**src/rtl/gsram_bist.sv**
```systemverilog
// gsram_bist - March C- self-test initiator for port 0 of a generic SRAM macro.
//
// Runs the six March C- elements over all 2^ABITS words, compares every read
// one cycle after it is issued (synchronous-read macro), and reports the
// result. All SRAM-side outputs are registered.
//
// Ports:
//   CLK, RSTN     clock (rising edge), asynchronous active-low reset
//   start         begin a test; honoured only while idle
//   busy          test in progress
//   done          test finished; held until the next accepted start
//   fail          at least one miscompare; held with done
//   fail_addr     address of the first miscompare
//   fail_cnt      miscompare count, saturating at all-ones
//   sram_a/d      SRAM address / write data
//   sram_we/ce    SRAM write enable / chip enable (active high)
//   sram_q        SRAM read data, valid the cycle after a read access
module gsram_bist #(
    parameter int unsigned ABITS = 9,
    parameter int unsigned DBITS = 32,
    parameter int unsigned CBITS = 16
) (
    input  logic             CLK,
    input  logic             RSTN,
    input  logic             start,
    output logic             busy,
    output logic             done,
    output logic             fail,
    output logic [ABITS-1:0] fail_addr,
    output logic [CBITS-1:0] fail_cnt,
    output logic [ABITS-1:0] sram_a,
    output logic [DBITS-1:0] sram_d,
    output logic             sram_we,
    output logic             sram_ce,
    input  logic [DBITS-1:0] sram_q
);

    typedef enum logic [2:0] {
        S_IDLE, S_M0, S_M1, S_M2, S_M3, S_M4, S_M5, S_DRAIN
    } state_t;

    localparam logic [ABITS-1:0] ALAST = '1;

    state_t           state, nstate;
    logic [ABITS-1:0] addr, naddr;
    logic             ph, nph;       // two-op elements: 0 = read, 1 = write

    logic             op_act, op_wr, op_one;
    logic             rd_one;        // expected pattern of the read now on the bus
    logic             chk_v, chk_one;
    logic [ABITS-1:0] chk_a;

    // Next operation (state, address, phase)
    always_comb begin
        nstate = state;
        naddr  = addr;
        nph    = 1'b0;
        unique case (state)
            S_IDLE: begin
                if (start) begin
                    nstate = S_M0;
                    naddr  = '0;
                end
            end
            S_M0: begin
                if (addr == ALAST) begin
                    nstate = S_M1;
                    naddr  = '0;
                end else begin
                    naddr = addr + ABITS'(1);
                end
            end
            S_M1, S_M2: begin
                if (!ph) begin
                    nph = 1'b1;
                end else if (addr == ALAST) begin
                    if (state == S_M1) begin
                        nstate = S_M2;
                        naddr  = '0;
                    end else begin
                        nstate = S_M3;
                        naddr  = ALAST;
                    end
                end else begin
                    naddr = addr + ABITS'(1);
                end
            end
            S_M3, S_M4: begin
                if (!ph) begin
                    nph = 1'b1;
                end else if (addr == '0) begin
                    if (state == S_M3) begin
                        nstate = S_M4;
                        naddr  = ALAST;
                    end else begin
                        nstate = S_M5;
                        naddr  = '0;
                    end
                end else begin
                    naddr = addr - ABITS'(1);
                end
            end
            S_M5: begin
                if (addr == ALAST) begin
                    nstate = S_DRAIN;
                    naddr  = '0;
                end else begin
                    naddr = addr + ABITS'(1);
                end
            end
            S_DRAIN: nstate = S_IDLE;
            default: nstate = S_IDLE;
        endcase
    end

    // Decode of the next operation; op_one is the write data for writes and
    // the expected read value for reads.
    always_comb begin
        op_act = 1'b0;
        op_wr  = 1'b0;
        op_one = 1'b0;
        unique case (nstate)
            S_M0: begin
                op_act = 1'b1;
                op_wr  = 1'b1;
            end
            S_M1, S_M3: begin
                op_act = 1'b1;
                op_wr  = nph;
                op_one = nph;
            end
            S_M2, S_M4: begin
                op_act = 1'b1;
                op_wr  = nph;
                op_one = ~nph;
            end
            S_M5: op_act = 1'b1;
            default: op_act = 1'b0;
        endcase
    end

    always_ff @(posedge CLK or negedge RSTN) begin
        if (!RSTN) begin
            state     <= S_IDLE;
            addr      <= '0;
            ph        <= 1'b0;
            busy      <= 1'b0;
            done      <= 1'b0;
            fail      <= 1'b0;
            fail_addr <= '0;
            fail_cnt  <= '0;
            sram_a    <= '0;
            sram_d    <= '0;
            sram_we   <= 1'b0;
            sram_ce   <= 1'b0;
            rd_one    <= 1'b0;
            chk_v     <= 1'b0;
            chk_one   <= 1'b0;
            chk_a     <= '0;
        end else begin
            state   <= nstate;
            addr    <= naddr;
            ph      <= nph;
            busy    <= (nstate != S_IDLE);
            sram_ce <= op_act;
            sram_we <= op_act & op_wr;
            sram_a  <= op_act ? naddr : '0;
            sram_d  <= (op_act & op_wr & op_one) ? '1 : '0;
            rd_one  <= op_one;

            // The read on the bus this cycle returns data next cycle; keep
            // its expectation one stage behind the bus.
            chk_v   <= sram_ce & ~sram_we;
            chk_one <= rd_one;
            chk_a   <= sram_a;

            if (state == S_IDLE && start) begin
                done      <= 1'b0;
                fail      <= 1'b0;
                fail_cnt  <= '0;
                fail_addr <= '0;
            end else begin
                if (chk_v && (sram_q != (chk_one ? {DBITS{1'b1}} : {DBITS{1'b0}}))) begin
                    if (fail_cnt != '1)
                        fail_cnt <= fail_cnt + CBITS'(1);
                    if (!fail) begin
                        fail      <= 1'b1;
                        fail_addr <= chk_a;
                    end
                end
                if (state == S_DRAIN)
                    done <= 1'b1;
            end
        end
    end

endmodule

```
**config.mk**
```make
export PLATFORM = sky130hd
export DESIGN_NAME = gsram_bist
export DESIGN_NICKNAME = d
export VERILOG_FILES = /design/src/rtl/gsram_bist.sv
export SDC_FILE = /design/constraint.sdc
export NUM_CORES = 1
export LEC_CHECK = 0
export ABC_AREA = 1
export CORE_MARGIN = 10
export CORE_UTILIZATION = 50
export DETAILED_ROUTE_END_ITERATION = 6
export PLACE_DENSITY = 0.83
export SETUP_SLACK_MARGIN = 0.5
export SYNTH_ARGS = -nofsm -noshare
export SYNTH_HDL_FRONTEND = slang
export SYNTH_SLANG_ARGS = --single-unit
```
**constraint.sdc**
```tcl
create_clock -name CLK -period 2.7 [get_ports CLK]
set_clock_uncertainty 0.1 [all_clocks]
set_input_delay 0.405 -clock CLK [delete_from_list [all_inputs] [get_ports CLK]]
set_output_delay 0.405 -clock CLK [all_outputs]
set_load 0.01 [all_outputs]
```
; ---- Word-level counts from Yosys, hierarchy flattened
; Index checks and enable logic that the tools add are counted.
[classes]
add_sub_neg = 3
mul = 0
div_mod_pow = 0
order_cmp = 0
n_eq_ne = 17
n_shift = 0
muxes = 37
n_bitwise = 5
reduce_logical = 18
[op_table]
columns = op, n
row1 = 9-bit two-way mux, 12
row2 = 32-bit two-way mux, 2
row3 = 16-bit two-way mux, 3
row4 = 9-bit case mux with 4 select lines, 1
row5 = 32-bit inequality test, 1
row6 = 3-bit two-way mux, 8
row7 = "3-bit equality test, second input constant", 7
row8 = 3-bit case mux with 6 select lines, 1
row9 = "16-bit by 1-bit adder with 16-bit output, second input constant", 1
row10 = "16-bit inequality test, second input constant", 1
row11 = "3-bit by 2-bit equality test with 1-bit output, second input constant", 4
row12 = 2-bit OR reduction, 5
row13 = "9-bit by 1-bit adder with 9-bit output, second input constant", 1
row14 = "9-bit equality test, second input constant", 1
row15 = 9-bit zero test, 1
row16 = "9-bit by 1-bit subtractor with 9-bit output, second input constant", 1
row17 = 4-bit OR reduction, 2
row18 = 1-bit two-way mux, 7
row19 = "3-bit by 1-bit equality test with 1-bit output, second input constant", 2
row20 = 2-bit nonzero test, 3
row21 = 6-bit OR reduction, 1
row22 = 1-bit case mux with 2 select lines, 2
row23 = 2-bit AND reduction, 2
row24 = 1-bit AND, 3
row25 = other kinds (6), 8
[word_totals]
register_bits = 96
latch_bits = 0
ram_bits = 0
romBits = 0
in_bits = 35
wordCells = 96
mem_count = 0

; ---- Longest topological paths before layout
; Gate-level depths: netlist of the first run.
[depth]
word_depth = 11
mapped_depth = 17
mapped_depth_nobuf = 16

; ---- Worst setup path after synthesis of the first run
; Ideal clock, no wire load.
[synth_path]
path_kind = flip-flop to flip-flop
startpoint = register addr[0]
endpoint = register addr[3]
setup_time_ns = 0.136
arrival_ns = 1.881
slack_ns = 0.583
stages_incl_launch_ff = 15
path_buffers = 1
period_less_slack_ns = 2.117
path_cell_list = dfrtp_1 > ha_1 > nand4_1 > nor2_1 > nand2_1 > nor2_1 > ha_1 > clkbuf_1 > inv_1 > nand2_1 > nor2_1 > inv_1 > a21oi_1 > a21oi_1 > o211ai_1
[synth_via]
elab_chain_len = 4
elab_cells_between_ends = 10
classes_between = add/sub (2) / eq/ne (1) / mux (6) / reduce/logical (1)
[synth_lines]
columns = element, line
row1 = "start, declared", 45  ; logic [ABITS-1:0] addr, naddr;
row2 = "start signal, assigned", 162  ; addr <= naddr;
row3 = 9-bit by 1-bit subtractor with 9-bit output (tied with other cells), 100  ; naddr = addr - ABITS'(1);
row4 = 9-bit two-way mux (on tied branches), "91, 76"
row5 = 9-bit two-way mux (on tied branches), "89, 74"
row6 = 9-bit case mux with 4 select lines (*), 58  ; unique case (state)
row7 = net naddr[3], 45
; The timed path passes the listed nets; every way through them passes the cells marked *.
; A chain may end at the register's enable or synchronous reset.

; ---- Worst setup path after layout of the first run
[layout_path]
startpoint = register addr[1]
endpoint = register sram_we
[layout_via]
elab_chain_len = 8
elab_cells_between_ends = 20
classes_between = eq/ne (7) / mux (9) / bitwise (1) / reduce/logical (3)
[layout_lines]
columns = element, line
row1 = 9-bit equality test / 9-bit zero test (equally long branches), n/a
row2 = 3-bit two-way mux (on tied branches), "76, 91"
row3 = 3-bit two-way mux (on tied branches), "74, 89"
row4 = 3-bit case mux with 6 select lines (*), 58
row5 = 3-bit by 2-bit equality test with 1-bit output (tied with other cells), 122  ; unique case (nstate)
row6 = 4-bit OR reduction (no line) / 6-bit OR reduction (equally long branches), n/a
row7 = 1-bit case mux with 2 select lines / 1-bit two-way mux (equally long branches), 122
row8 = 1-bit AND (*), 166  ; sram_we <= op_act & op_wr;
row9 = "end signal, assigned", 166
row10 = "end, declared", 33  ; output logic sram_we,
; Every way passes the cells marked *; elsewhere a longest branch is shown, timed or not.

==> impl_metrics.csv, run 1 <==
group,metric,value,unit
status,status,"finished, violations left",
status,violations,"hold timing",
logic_synthesis,ys_ff_latch,65,
clocking,cts_tree,"built",
global_routing,grt_max_degree,37,
clocking,cts_buffers,9,
flow_run,drv_cap,0,
sta,final-setup-viol-count,0,
setup_path,critPathMaxStageDelay,0.36,ns
logic_synthesis,yosysSeqAreaShare,0.3863,
logic_synthesis,ys_types,38,
sta,period_share,0.8082,
drt,dr.pass1.iters,5,
global_routing,grt_first_pass_wirelength,19020,um
global_routing,gr-total-overflow,0,
setup_path,critPathLaunchType,"register",
clocking,cts_hold_buf,0,
cells_and_area,final_nets,714,
global_routing,grt_pass1_vias,3774,
cells_and_area,drive_gt1_frac,0.1414,
logic_synthesis,syn_avg_cell_area,7.247,um2
drt,drt-total-wl,12020,um
logic_synthesis,synth_nets,621,
drt,wl_per_cell,15.33,um
setup_path,critPathLaunch,"addr[1]$_DFF_PN0_",
floorplan,die_y,111.8,um
sta,holdWs,-0.002161,ns
drt,vias,4150,
floorplan,rows,33,
floorplan,num_io_pins,106,
floorplan,die_width,111.8,um
setup_path,crit_fanout,6,
setup_path,r2r-start,"addr[1]$_DFF_PN0_",
setup_path,rrSetupSlack,0.52,ns
logic_synthesis,syn-cell-area,0.004210,mm2
clocking,cts.sinks,65,
drt,drtIter0Drc,235,
setup_path,path_cells,"ha_2 > nand4_1 > nor2_1 > nand2_1 > nor2_2 > ha_4 > nand2_1 > a211oi_2 > nand3_1 > a21oi_2",
clocking,cts_root_buffer,"clkbuf_8",
sta,fin_setup_tns,0,ns
setup_path,slowest_stage,"dfrtp_1",
place,portBuffers,105,
setup_path,crit_path_end_kind,"register",
place,place_hpwl,9081,um
drt,via_per_inst,5.293,
clocking,clockBufferDepth,2,
clocking,clkTransAtPathRegs,0.08,ns
clocking,clock_latency,0.34,ns
drt,drcViolationCount,0,
floorplan,core-area,0.008217,mm2
sta,slew_violations,0,
power,power-per-cell-area,854.1,mW/mm2
cells_and_area,utilization,0.6750,
drt,drtAntennaViolNets,0,
floorplan,design.die.area,0.01249,mm2
place,gp_congestion,0.9235,
global_routing,antenna_found_initial,0,
power,ir_worst_vdd,0.0004410,V
sta,rsz0062_at_grt,"yes",
cells_and_area,diodes,0,
power,p_leak,2.581,nW
setup_path,critPathMostFrequentCell,"nand2_1",
setup_path,critical_path.top_delay_family,"simple AND/OR/NAND/NOR gates",
clocking,htree_levels,3,
cells_and_area,seqCellArea,0.001630,mm2
global_routing,gr-usage-all-layers,0.1802,
cells_and_area,syn_to_final_growth,31.74,%
setup_path,crit_required,2.86,ns
cells_and_area,multi_input_area,0.002132,mm2
floorplan,initial_core_util,0.5124,
logic_synthesis,ys_warn_count,0,
hold_path,hold_class,"input port to async pin",
sta,relSlewSlack,0.5433,
setup_path,crit_buf_inv,0,
sta,min_period,2.182,ns
cells_and_area,fillerInstances,663,
setup_path,critPathArrivalTime,2.34,ns
sta,clock.fmax,458.2,MHz
sta,finalHoldViolations,7,
setup_path,worstSetupPathType,"register to register",
sta,tightest_slew,0.6851,ns
logic_synthesis,syn_inst,581,
per-stage QoR:
| step | std cells | instance area [um2] | setup slack (ns) | hold WS (ns) | total power [mW] |
|---|---|---|---|---|---|
| global route | 784 | 5547 | 0.4096 | 0.04940 | 5.097 |
| floorplan | 581 | 4210 | 0.5831 | 0.009409 | 2.969 |
| finish | 784 | 5547 | 0.5177 | -0.002161 | 4.737 |
| global placement | 757 | 5155 | 0.3915 | 0.2330 | 3.759 |
| detailed placement | 757 | 5155 | 0.3350 | 0.2420 | 3.812 |
| CTS | 774 | 5364 | 0.5110 | 0.02227 | 4.598 |
power breakdown:
group	switching (mW)	leakage, nW	internal [mW]	total (mW)
Sequential	0.279	0.788	1.30	1.58
Clock	0.369	0.0919	0.411	0.780
Combinational	1.34	1.70	1.04	2.38
Total	1.99	2.58	2.75	4.74
synth_stat cells:
library cell,instances,area (um2)
xnor2_1,3,26.28
nand4_4,1,21.27
buf_6,4,45.04
xor2_1,11,96.34
nand2_4,2,22.52
nand3_1,34,170.2
or2_1,4,25.02
nand2_2,5,31.28
a21oi_1,12,60.06
inv_1,45,168.9
inv_4,1,6.260
ha_1,5,62.56
nand2_1,174,653.1
nor2_2,7,43.79
nand3b_1,3,22.52
inv_2,9,33.78
a21oi_2,1,8.760
nor2_1,73,274.0
a22oi_1,1,7.510
clkinv_1,1,3.750
nor3_2,1,10.01
nor3_1,12,60.06
or2_2,1,6.260
nand4_1,25,156.4
nand2_8,1,20.02
buf_2,7,35.03
nor2_4,4,45.04
a211oi_1,1,7.510
o21ai_2,3,26.28
o211ai_1,3,22.52
dfrtp_1,65,1627
a21oi_4,1,16.27
nand3_2,1,10.01
clkbuf_1,2,7.510
o21ai_0,22,110.1
o22ai_1,2,12.51
o21a_1,1,7.510
buf_4,33,247.7
logic make-up after synthesis:
kind of cell    after synthesis  share of synthesized area
xor+xnor                     14                    0.02912
buf+inv                     102                     0.1302
simple gates                348                     0.3733
flops                        65                     0.3863
fa+ha+maj                     5                    0.01486
compound gates               47                    0.06628
worst paths after layout:
check	end	depth (start not counted)
min reg2reg	chk_one$_DFF_PN0_	0
min in group CLK	chk_one$_DFF_PN0_	0
max reg2reg	sram_we$_DFF_PN0_	10
max	sram_we$_DFF_PN0_	10
max in group asynchronous	sram_d[30]$_DFF_PN0_	2
min	fail_cnt[10]$_DFFE_PN0P_	1
worst reg2reg max path, delay by kind of cell (launching register included):
| family | cells | cell delay [ns] |
|---|---|---|
| adders and majority gates | 2 | 0.40 |
| and+or+nand+nor | 6 | 0.83 |
| DFF | 1 | 0.36 |
| AOI/OAI and AO/OA | 2 | 0.42 |
state kept, by name, indices dropped and copies added (netlist names), 3 cells and up:
register / count
addr: 9
chk_a: 9
fail_addr: 9
fail_cnt: 16
sram_a: 9
state: 3
final cells by class:
type | count | area share
Clock inverter | 3 | 0.004286
Sequential cell | 65 | 0.2939
Timing Repair Buffer | 127 | 0.2242
Clock buffer | 13 | 0.03045
Tap cell | 105 | 0.02369
Inverter | 56 | 0.03903
Multi-Input combinational cell | 415 | 0.3844
metal layers:
| layer | wire (um) | vias up | GRT usage | part of all wire |
|---|---|---|---|---|
| li1 | - | 2012 | - | - |
| met1 | 5057 | 1941 | 0.2197 | 0.42 |
| met2 | 5714 | 170 | 0.2984 | 0.48 |
| met3 | 905 | 27 | 0.04777 | 0.075 |
| met4 | 338 | 0 | 0.06512 | 0.028 |
| met5 | 0 | - | 0 | 0 |
cells in the final DEF (no fill, tap or decap), drive strengths merged, types with 5 or more instances in the layout:
| cell | Yosys | layout |
|---|---|---|
| clkdlybuf4s50 | 0 | 104 |
| nor2 | 84 | 85 |
| buf | 44 | 23 |
| or2 | 5 | 5 |
| clkbuf | 2 | 13 |
| nand3 | 35 | 35 |
| o21ai | 25 | 25 |
| inv | 55 | 55 |
| ha | 5 | 5 |
| nand4 | 26 | 26 |
| dfrtp | 65 | 65 |
| nor3 | 13 | 13 |
| xor2 | 11 | 11 |
| nand2 | 182 | 182 |
| a21oi | 14 | 14 |
timing repair:
action | in CTS | in global routing
resized for setup | 3 | 31
buffers inserted | 1 | 9
pin swaps | 0 | 12
cloned | 0 | 1
setup endpoints to repair | 47 | 70
Power figures use the tool's default switching activity.
==> inputs of run 2 (changes only) <==
Clock period 2.7 ns to 2.15 ns, I/O delays scaled along.
==> impl_metrics.csv, run 2 (synthesis gave the netlist of run 1 again) <==
group,metric,value,unit
status,status,"finished, violations left",
status,violations,"setup timing",
setup_path,critPathLaunchType,"register",
clocking,cts_root_buffer,"clkbuf_8",
sta,rsz0062_at_grt,"yes",
sta,finalHoldViolations,0,
drt,drtIter0Drc,342,
floorplan,core-area,0.008217,mm2
setup_path,ff2ff_path_depth,14,
place,portBuffers,105,
power,fin_total_pwr,6.418,mW
sta,final-setup-viol-count,4,
place,gp_congestion,0.9820,
clocking,clkTransAtPathRegs,0.07,ns
floorplan,die_width,111.8,um
floorplan,design.die.area,0.01249,mm2
setup_path,reg2reg_to,"addr[3]$_DFF_PN0_",
drt,wl_per_cell,16.95,um
floorplan,initial_core_util,0.5124,
drt,drt-total-wl,13950,um
clocking,clock_latency,0.34,ns
cells_and_area,largest_reg_flops,16,
flow_run,drv_cap,0,
drt,drtAntennaViolNets,0,
sta,finalWorstSetupSlack,-0.04297,ns
power,p_leak,2.991,nW
sta,tightest_slew,0.5404,ns
cells_and_area,diodes,0,
global_routing,gr-usage-all-layers,0.2137,
drt,vias,4475,
cells_and_area,utilization,0.7410,
global_routing,grt_first_pass_wirelength,22440,um
global_routing,grt_max_degree,37,
setup_path,slowest_stage,"dfrtp_1",
setup_path,rrSetupSlack,-0.04,ns
clocking,htree_levels,3,
global_routing,antenna_found_initial,0,
floorplan,rows,33,
setup_path,crit_path_end_kind,"register",
cells_and_area,final_nets,753,
drt,via_per_inst,5.437,
sta,period_share,1.020,
place,placed_area,0.005434,mm2
setup_path,crit_required,2.25,ns
floorplan,die_y,111.8,um
cells_and_area,stdcell_area,0.006088,mm2
setup_path,r2r-start,"addr[0]$_DFF_PN0_",
place,place_hpwl,10160,um
global_routing,grt_pass1_vias,4483,
place,pre_cts_ws,-0.1083,ns
sta,clock.fmax,456.0,MHz
floorplan,num_io_pins,106,
cells_and_area,syn_to_final_growth,44.61,%
cells_and_area,fin_cells,823,
sta,min_period,2.193,ns
drt,dr.pass1.iters,5,
setup_path,worstSetupPathType,"register to register",
setup_path,critPathLaunch,"addr[0]$_DFF_PN0_",
global_routing,gr-total-overflow,0,
power,ir_worst_vdd,0.0005884,V
cells_and_area,top_register,"fail_cnt",
setup_path,critPathArrivalTime,2.29,ns
cells_and_area,fillerInstances,596,
drt,drcViolationCount,0,
setup_path,critPathMostFrequentCell,"nor2_1",
sta,slew_violations,0,
cells_and_area,mostFrequentLayoutCells,"nand2_1, nor2_1, dfrtp_1",
clocking,cts.sinks,65,
place,post-place-cells,780,
hold_path,hold_class,"register to register",
clocking,cts_tree,"built",
setup_path,endpoint,"addr[3]$_DFF_PN0_",
power,power-per-cell-area,1054,mW/mm2
clocking,clockBufferDepth,2,
cells_and_area,drive_gt1_frac,0.2563,
setup_path,crit_fanout,6,
setup_path,critPathMaxStageDelay,0.36,ns
sta,relSlewSlack,0.6398,
cells_and_area,final_common_cell,"nand2_1",
setup_path,path_cells,"ha_2 > nand4_1 > nor2_1 > nand2_1 > nor2_1 > ha_2 > buf_4 > inv_6 > nand2_1 > nor2_1 > inv_1 > a21oi_2 > a21oi_2 > o211ai_1",
clocking,cts_buffers,9,
==> run 2: cell types whose count changed in the layout (fill, tap and decap cells not counted), moves of 14 or more <==
cell             before  now
buf_4                18   42
clkdlybuf4s15_1       0   32
clkdlybuf4s50_1     104   33
dlygate4sd2_1         0   38
nand2_1             171  157
nand3_1              34   20
==> run 2: worst min-delay path by stage <==
stage                                         end  cells after the start                start  slack [ns]
after floorplan                 addr[0]$_DFF_PN0_                      0                 RSTN       -0.07
after global placement    fail_cnt[2]$_DFFE_PN0P_                      1                 RSTN        0.23
after detailed placement  fail_cnt[2]$_DFFE_PN0P_                      1                 RSTN        0.23
after CTS                      chk_a[0]$_DFF_PN0_                      0  sram_a[0]$_DFF_PN0_        0.27
after global routing           chk_a[1]$_DFF_PN0_                      0  sram_a[1]$_DFF_PN0_        0.27
final                          chk_a[0]$_DFF_PN0_                      0  sram_a[0]$_DFF_PN0_        0.26
==> run 2: worst max-delay path, delay by kind of cell (launching register included) <==
kind / cells / cell delay, ns
AND/OR/NAND/NOR: 6 / 0.60
adder cells (fa/ha/maj): 2 / 0.40
flip-flops: 1 / 0.36
AO/OA/AOI/OAI: 3 / 0.31
buffers and inverters: 3 / 0.27
==> run 2: final cells by class <==
cell class / count / area (um2) / share of cell area
sequential: 65 / 1638 / 0.2690
inverter: 56 / 222.7 / 0.03658
multi-input combinational: 415 / 2328 / 0.3824
clock inverter: 6 / 66.31 / 0.01089
timing repair buffer: 166 / 1564 / 0.2569
tap: 105 / 131.4 / 0.02158
clock buffer: 10 / 137.6 / 0.02261
==> run 2: metrics by stage <==
stage          hold slack (ns)   TNS, ns
3_5_place_dp            0.2347    -1.106
4_1_cts                 0.2685         0
3_3_place_gp            0.2251         0
6_report                0.2624  -0.07626
2_1_floorplan         -0.07309         0
5_1_grt                 0.2749    -1.802
==> run 2: per-layer routing <==
layer  wire (um)  vias up  track usage
met2        7036      203       0.3726
met5           0        -            0
met4         478        0      0.09597
li1            -     2095            -
met1        5474     2142       0.2418
met3         962       35      0.05046
==> run 2: power by group <==
group | total [mW] | switching (mW) | internal, mW
registers | 1.94 | 0.304 | 1.63
clock network | 1.06 | 0.489 | 0.568
logic | 3.42 | 1.99 | 1.43
==> run 2: timing repair <==
item                                    4_1_cts  5_1_grt
gates resized for setup                     122       70
endpoints found under the setup margin      121       75
endpoints found under the hold margin        20        0
pin swaps                                    20       17
buffers inserted                             23        2
cloned                                        0        1
hold buffers                                  1        0
==> inputs of run 3 (changes only) <==
--- a/config.mk
+++ b/config.mk
@@ -8,6 +8,9 @@
 export ABC_AREA = 1
+export CELL_PAD_IN_SITES_DETAIL_PLACEMENT = 0
+export CELL_PAD_IN_SITES_GLOBAL_PLACEMENT = 2
 export CORE_MARGIN = 10
-export CORE_UTILIZATION = 50
+export CORE_UTILIZATION = 35
 export DETAILED_ROUTE_END_ITERATION = 6
-export PLACE_DENSITY = 0.83
+export DONT_BUFFER_PORTS = 1
+export PLACE_DENSITY = 0.82
 export SETUP_SLACK_MARGIN = 0.5
==> constraint.sdc (replaced) <==
create_clock -name CLK -period 2.15 [get_ports CLK]
set_clock_uncertainty 0.1 [all_clocks]
set_input_delay 0.215 -clock CLK [delete_from_list [all_inputs] [get_ports CLK]]
set_output_delay 0.215 -clock CLK [all_outputs]
set_load 0.01 [all_outputs]
==> impl_metrics.csv, run 3 (synthesis gave the netlist of run 1 again) <==
group,metric,value,unit
status,status,"finished, violations left",
status,violations,"hold timing",
floorplan,core-area,0.01191,mm2
drt,wl_per_cell,16.25,um
setup_path,critPathLaunchType,"register",
sta,slew_violations,0,
cells_and_area,largest_reg_flops,16,
cells_and_area,fin_cells,756,
drt,drt-total-wl,12290,um
cells_and_area,syn_to_final_growth,22.02,%
cells_and_area,final_common_cell,"nand2_1",
sta,finalHoldViolations,65,
drt,vias,3746,
floorplan,die_y,129.7,um
setup_path,crit_path_end_kind,"register",
place,place_hpwl,8889,um
clocking,clockBufferDepth,2,
clocking,clkTransAtPathRegs,0.07,ns
flow_run,drv_cap,0,
cells_and_area,drive_gt1_frac,0.2742,
floorplan,initial_core_util,0.3535,
clocking,htree_levels,3,
sta,fin_setup_tns,0,ns
place,placed_area,0.004374,mm2
setup_path,path_cells,"ha_2 > nand4_1 > nor2_1 > nand2_1 > nor2_1 > ha_2 > buf_6 > buf_4 > nor2_4 > o21ai_2 > nand2_1 > o22ai_2 > a21oi_1",
clocking,cts_tree,"built",
setup_path,slowest_stage,"dfrtp_1",
sta,finalWorstSetupSlack,0.08136,ns
place,post-place-cells,711,
global_routing,grt_pass1_vias,3651,
sta,final-setup-viol-count,0,
sta,min_period,2.069,ns
setup_path,worstSetupPathType,"register to register",
setup_path,ff2ff_path_depth,13,
place,gp_congestion,0.8559,
drt,drcViolationCount,0,
floorplan,rows,40,
clocking,cts.sinks,65,
sta,period_share,0.9622,
floorplan,num_io_pins,106,
drt,drtAntennaViolNets,0,
sta,rsz0062_at_grt,"yes",
setup_path,crit_required,2.26,ns
cells_and_area,diodes,0,
cells_and_area,top_register,"fail_cnt",
power,ir_worst_vdd,0.0004927,V
sta,clock.fmax,483.4,MHz
hold_path,hold_class,"input port to async pin",
cells_and_area,final_nets,644,
cells_and_area,mostFrequentLayoutCells,"nand2_1, nor2_1, dfrtp_1",
cells_and_area,fillerInstances,1179,
place,portBuffers,0,
drt,via_per_inst,4.955,
cells_and_area,stdcell_area,0.005137,mm2
clocking,cts_root_buffer,"clkbuf_16",
drt,drtIter0Drc,230,
setup_path,crit_fanout,7,
clocking,cts_buffers,9,
power,p_leak,2.450,nW
floorplan,design.die.area,0.01682,mm2
global_routing,grt_first_pass_wirelength,19400,um
power,fin_total_pwr,6.120,mW
setup_path,critPathArrivalTime,2.18,ns
sta,holdWs,-0.5261,ns
global_routing,gr-total-overflow,0,
sta,tightest_slew,0.4104,ns
floorplan,die_width,129.7,um
global_routing,gr-usage-all-layers,0.1461,
place,pre_cts_ws,0.003217,ns
global_routing,antenna_found_initial,0,
clocking,clock_latency,0.33,ns
sta,relSlewSlack,0.7261,
drt,dr.pass1.iters,4,
global_routing,grt_max_degree,66,
setup_path,critPathMaxStageDelay,0.38,ns
power,power-per-cell-area,1191,mW/mm2
## run 3: changes by cell type in the layout (fill, tap and decap cells not counted), moves of 3 or more
| cell | before | now |
|---|---|---|
| a21oi_1 | 4 | 10 |
| clkbuf_16 | 0 | 9 |
| clkdlybuf4s50_1 | 33 | 0 |
| dfrtp_2 | 9 | 6 |
| dlygate4sd2_1 | 38 | 0 |
| clkbuf_8 | 10 | 0 |
| clkdlybuf4s15_1 | 32 | 0 |
| buf_6 | 14 | 9 |
| a21oi_2 | 9 | 3 |
## run 3: repair_timing
action                                  4_1_cts  5_1_grt
endpoints found under the setup margin       51       51
setup buffers                                22        4
pin swaps                                    31       14
endpoints found under the hold margin        65       65
gates resized for setup                      52       16
gates cloned                                  3        0
## run 3: area by class of cell
type                            instances  area (um2)  share of cell area
Multi-Input combinational cell        416        2301              0.4479
Sequential cell                        65        1638              0.3188
Timing Repair Buffer                   56       524.3              0.1020
Clock buffer                            9       225.2             0.04384
Inverter                               56       217.7             0.04238
Tap cell                              147       183.9             0.03580
Clock inverter                          7       47.55            0.009255
## run 3: final timing paths
check,from,endpoint,slack (ns)
max,addr[0]$_DFF_PN0_,sram_a[1]$_DFF_PN0_,0.08
min,RSTN,sram_a[4]$_DFF_PN0_,-0.53
max reg2reg,addr[0]$_DFF_PN0_,sram_a[1]$_DFF_PN0_,0.08
min reg2reg,rd_one$_DFF_PN0_,chk_one$_DFF_PN0_,0.25
max in group asynchronous,RSTN,fail_cnt[2]$_DFFE_PN0P_,2.37
min in group CLK,start,done$_DFFE_PN0P_,0.19
## run 3: layer usage
metal,up-vias,share of wire,GRT usage,wire length [um]
met5,-,0,0,0
met4,0,0.017,0.06085,212
met3,15,0.055,0.02288,670
met2,93,0.51,0.2532,6279
met1,1760,0.42,0.1758,5125
li1,1878,-,-,-
## run 3: report_power, final
| group | internal, mW | total, mW | leakage (nW) | switching [mW] |
|---|---|---|---|---|
| logic | 1.05 | 2.67 | 1.55 | 1.62 |
| registers | 1.64 | 2.09 | 0.781 | 0.453 |
| clock network | 0.775 | 1.35 | 0.119 | 0.579 |
| total | 3.47 | 6.12 | 2.45 | 2.65 |
## run 3: stage by stage
stage,hold WS (ns),util
final,-0.5261,0.4313
after global routing,-0.5400,0.4313
after CTS,-0.5356,0.4245
after detailed placement,-0.1785,0.3672
after global placement,-0.1785,0.3672
after floorplan,-0.1806,-
## run 3: worst max-delay path: cells and delay by family, from the launching register on
| family | cells | cell delay (ns) |
|---|---|---|
| adders and majority gates | 2 | 0.38 |
| buffers and inverters | 2 | 0.25 |
| DFF | 1 | 0.38 |
| AOI/OAI and AO/OA | 3 | 0.31 |
| and+or+nand+nor | 6 | 0.52 |
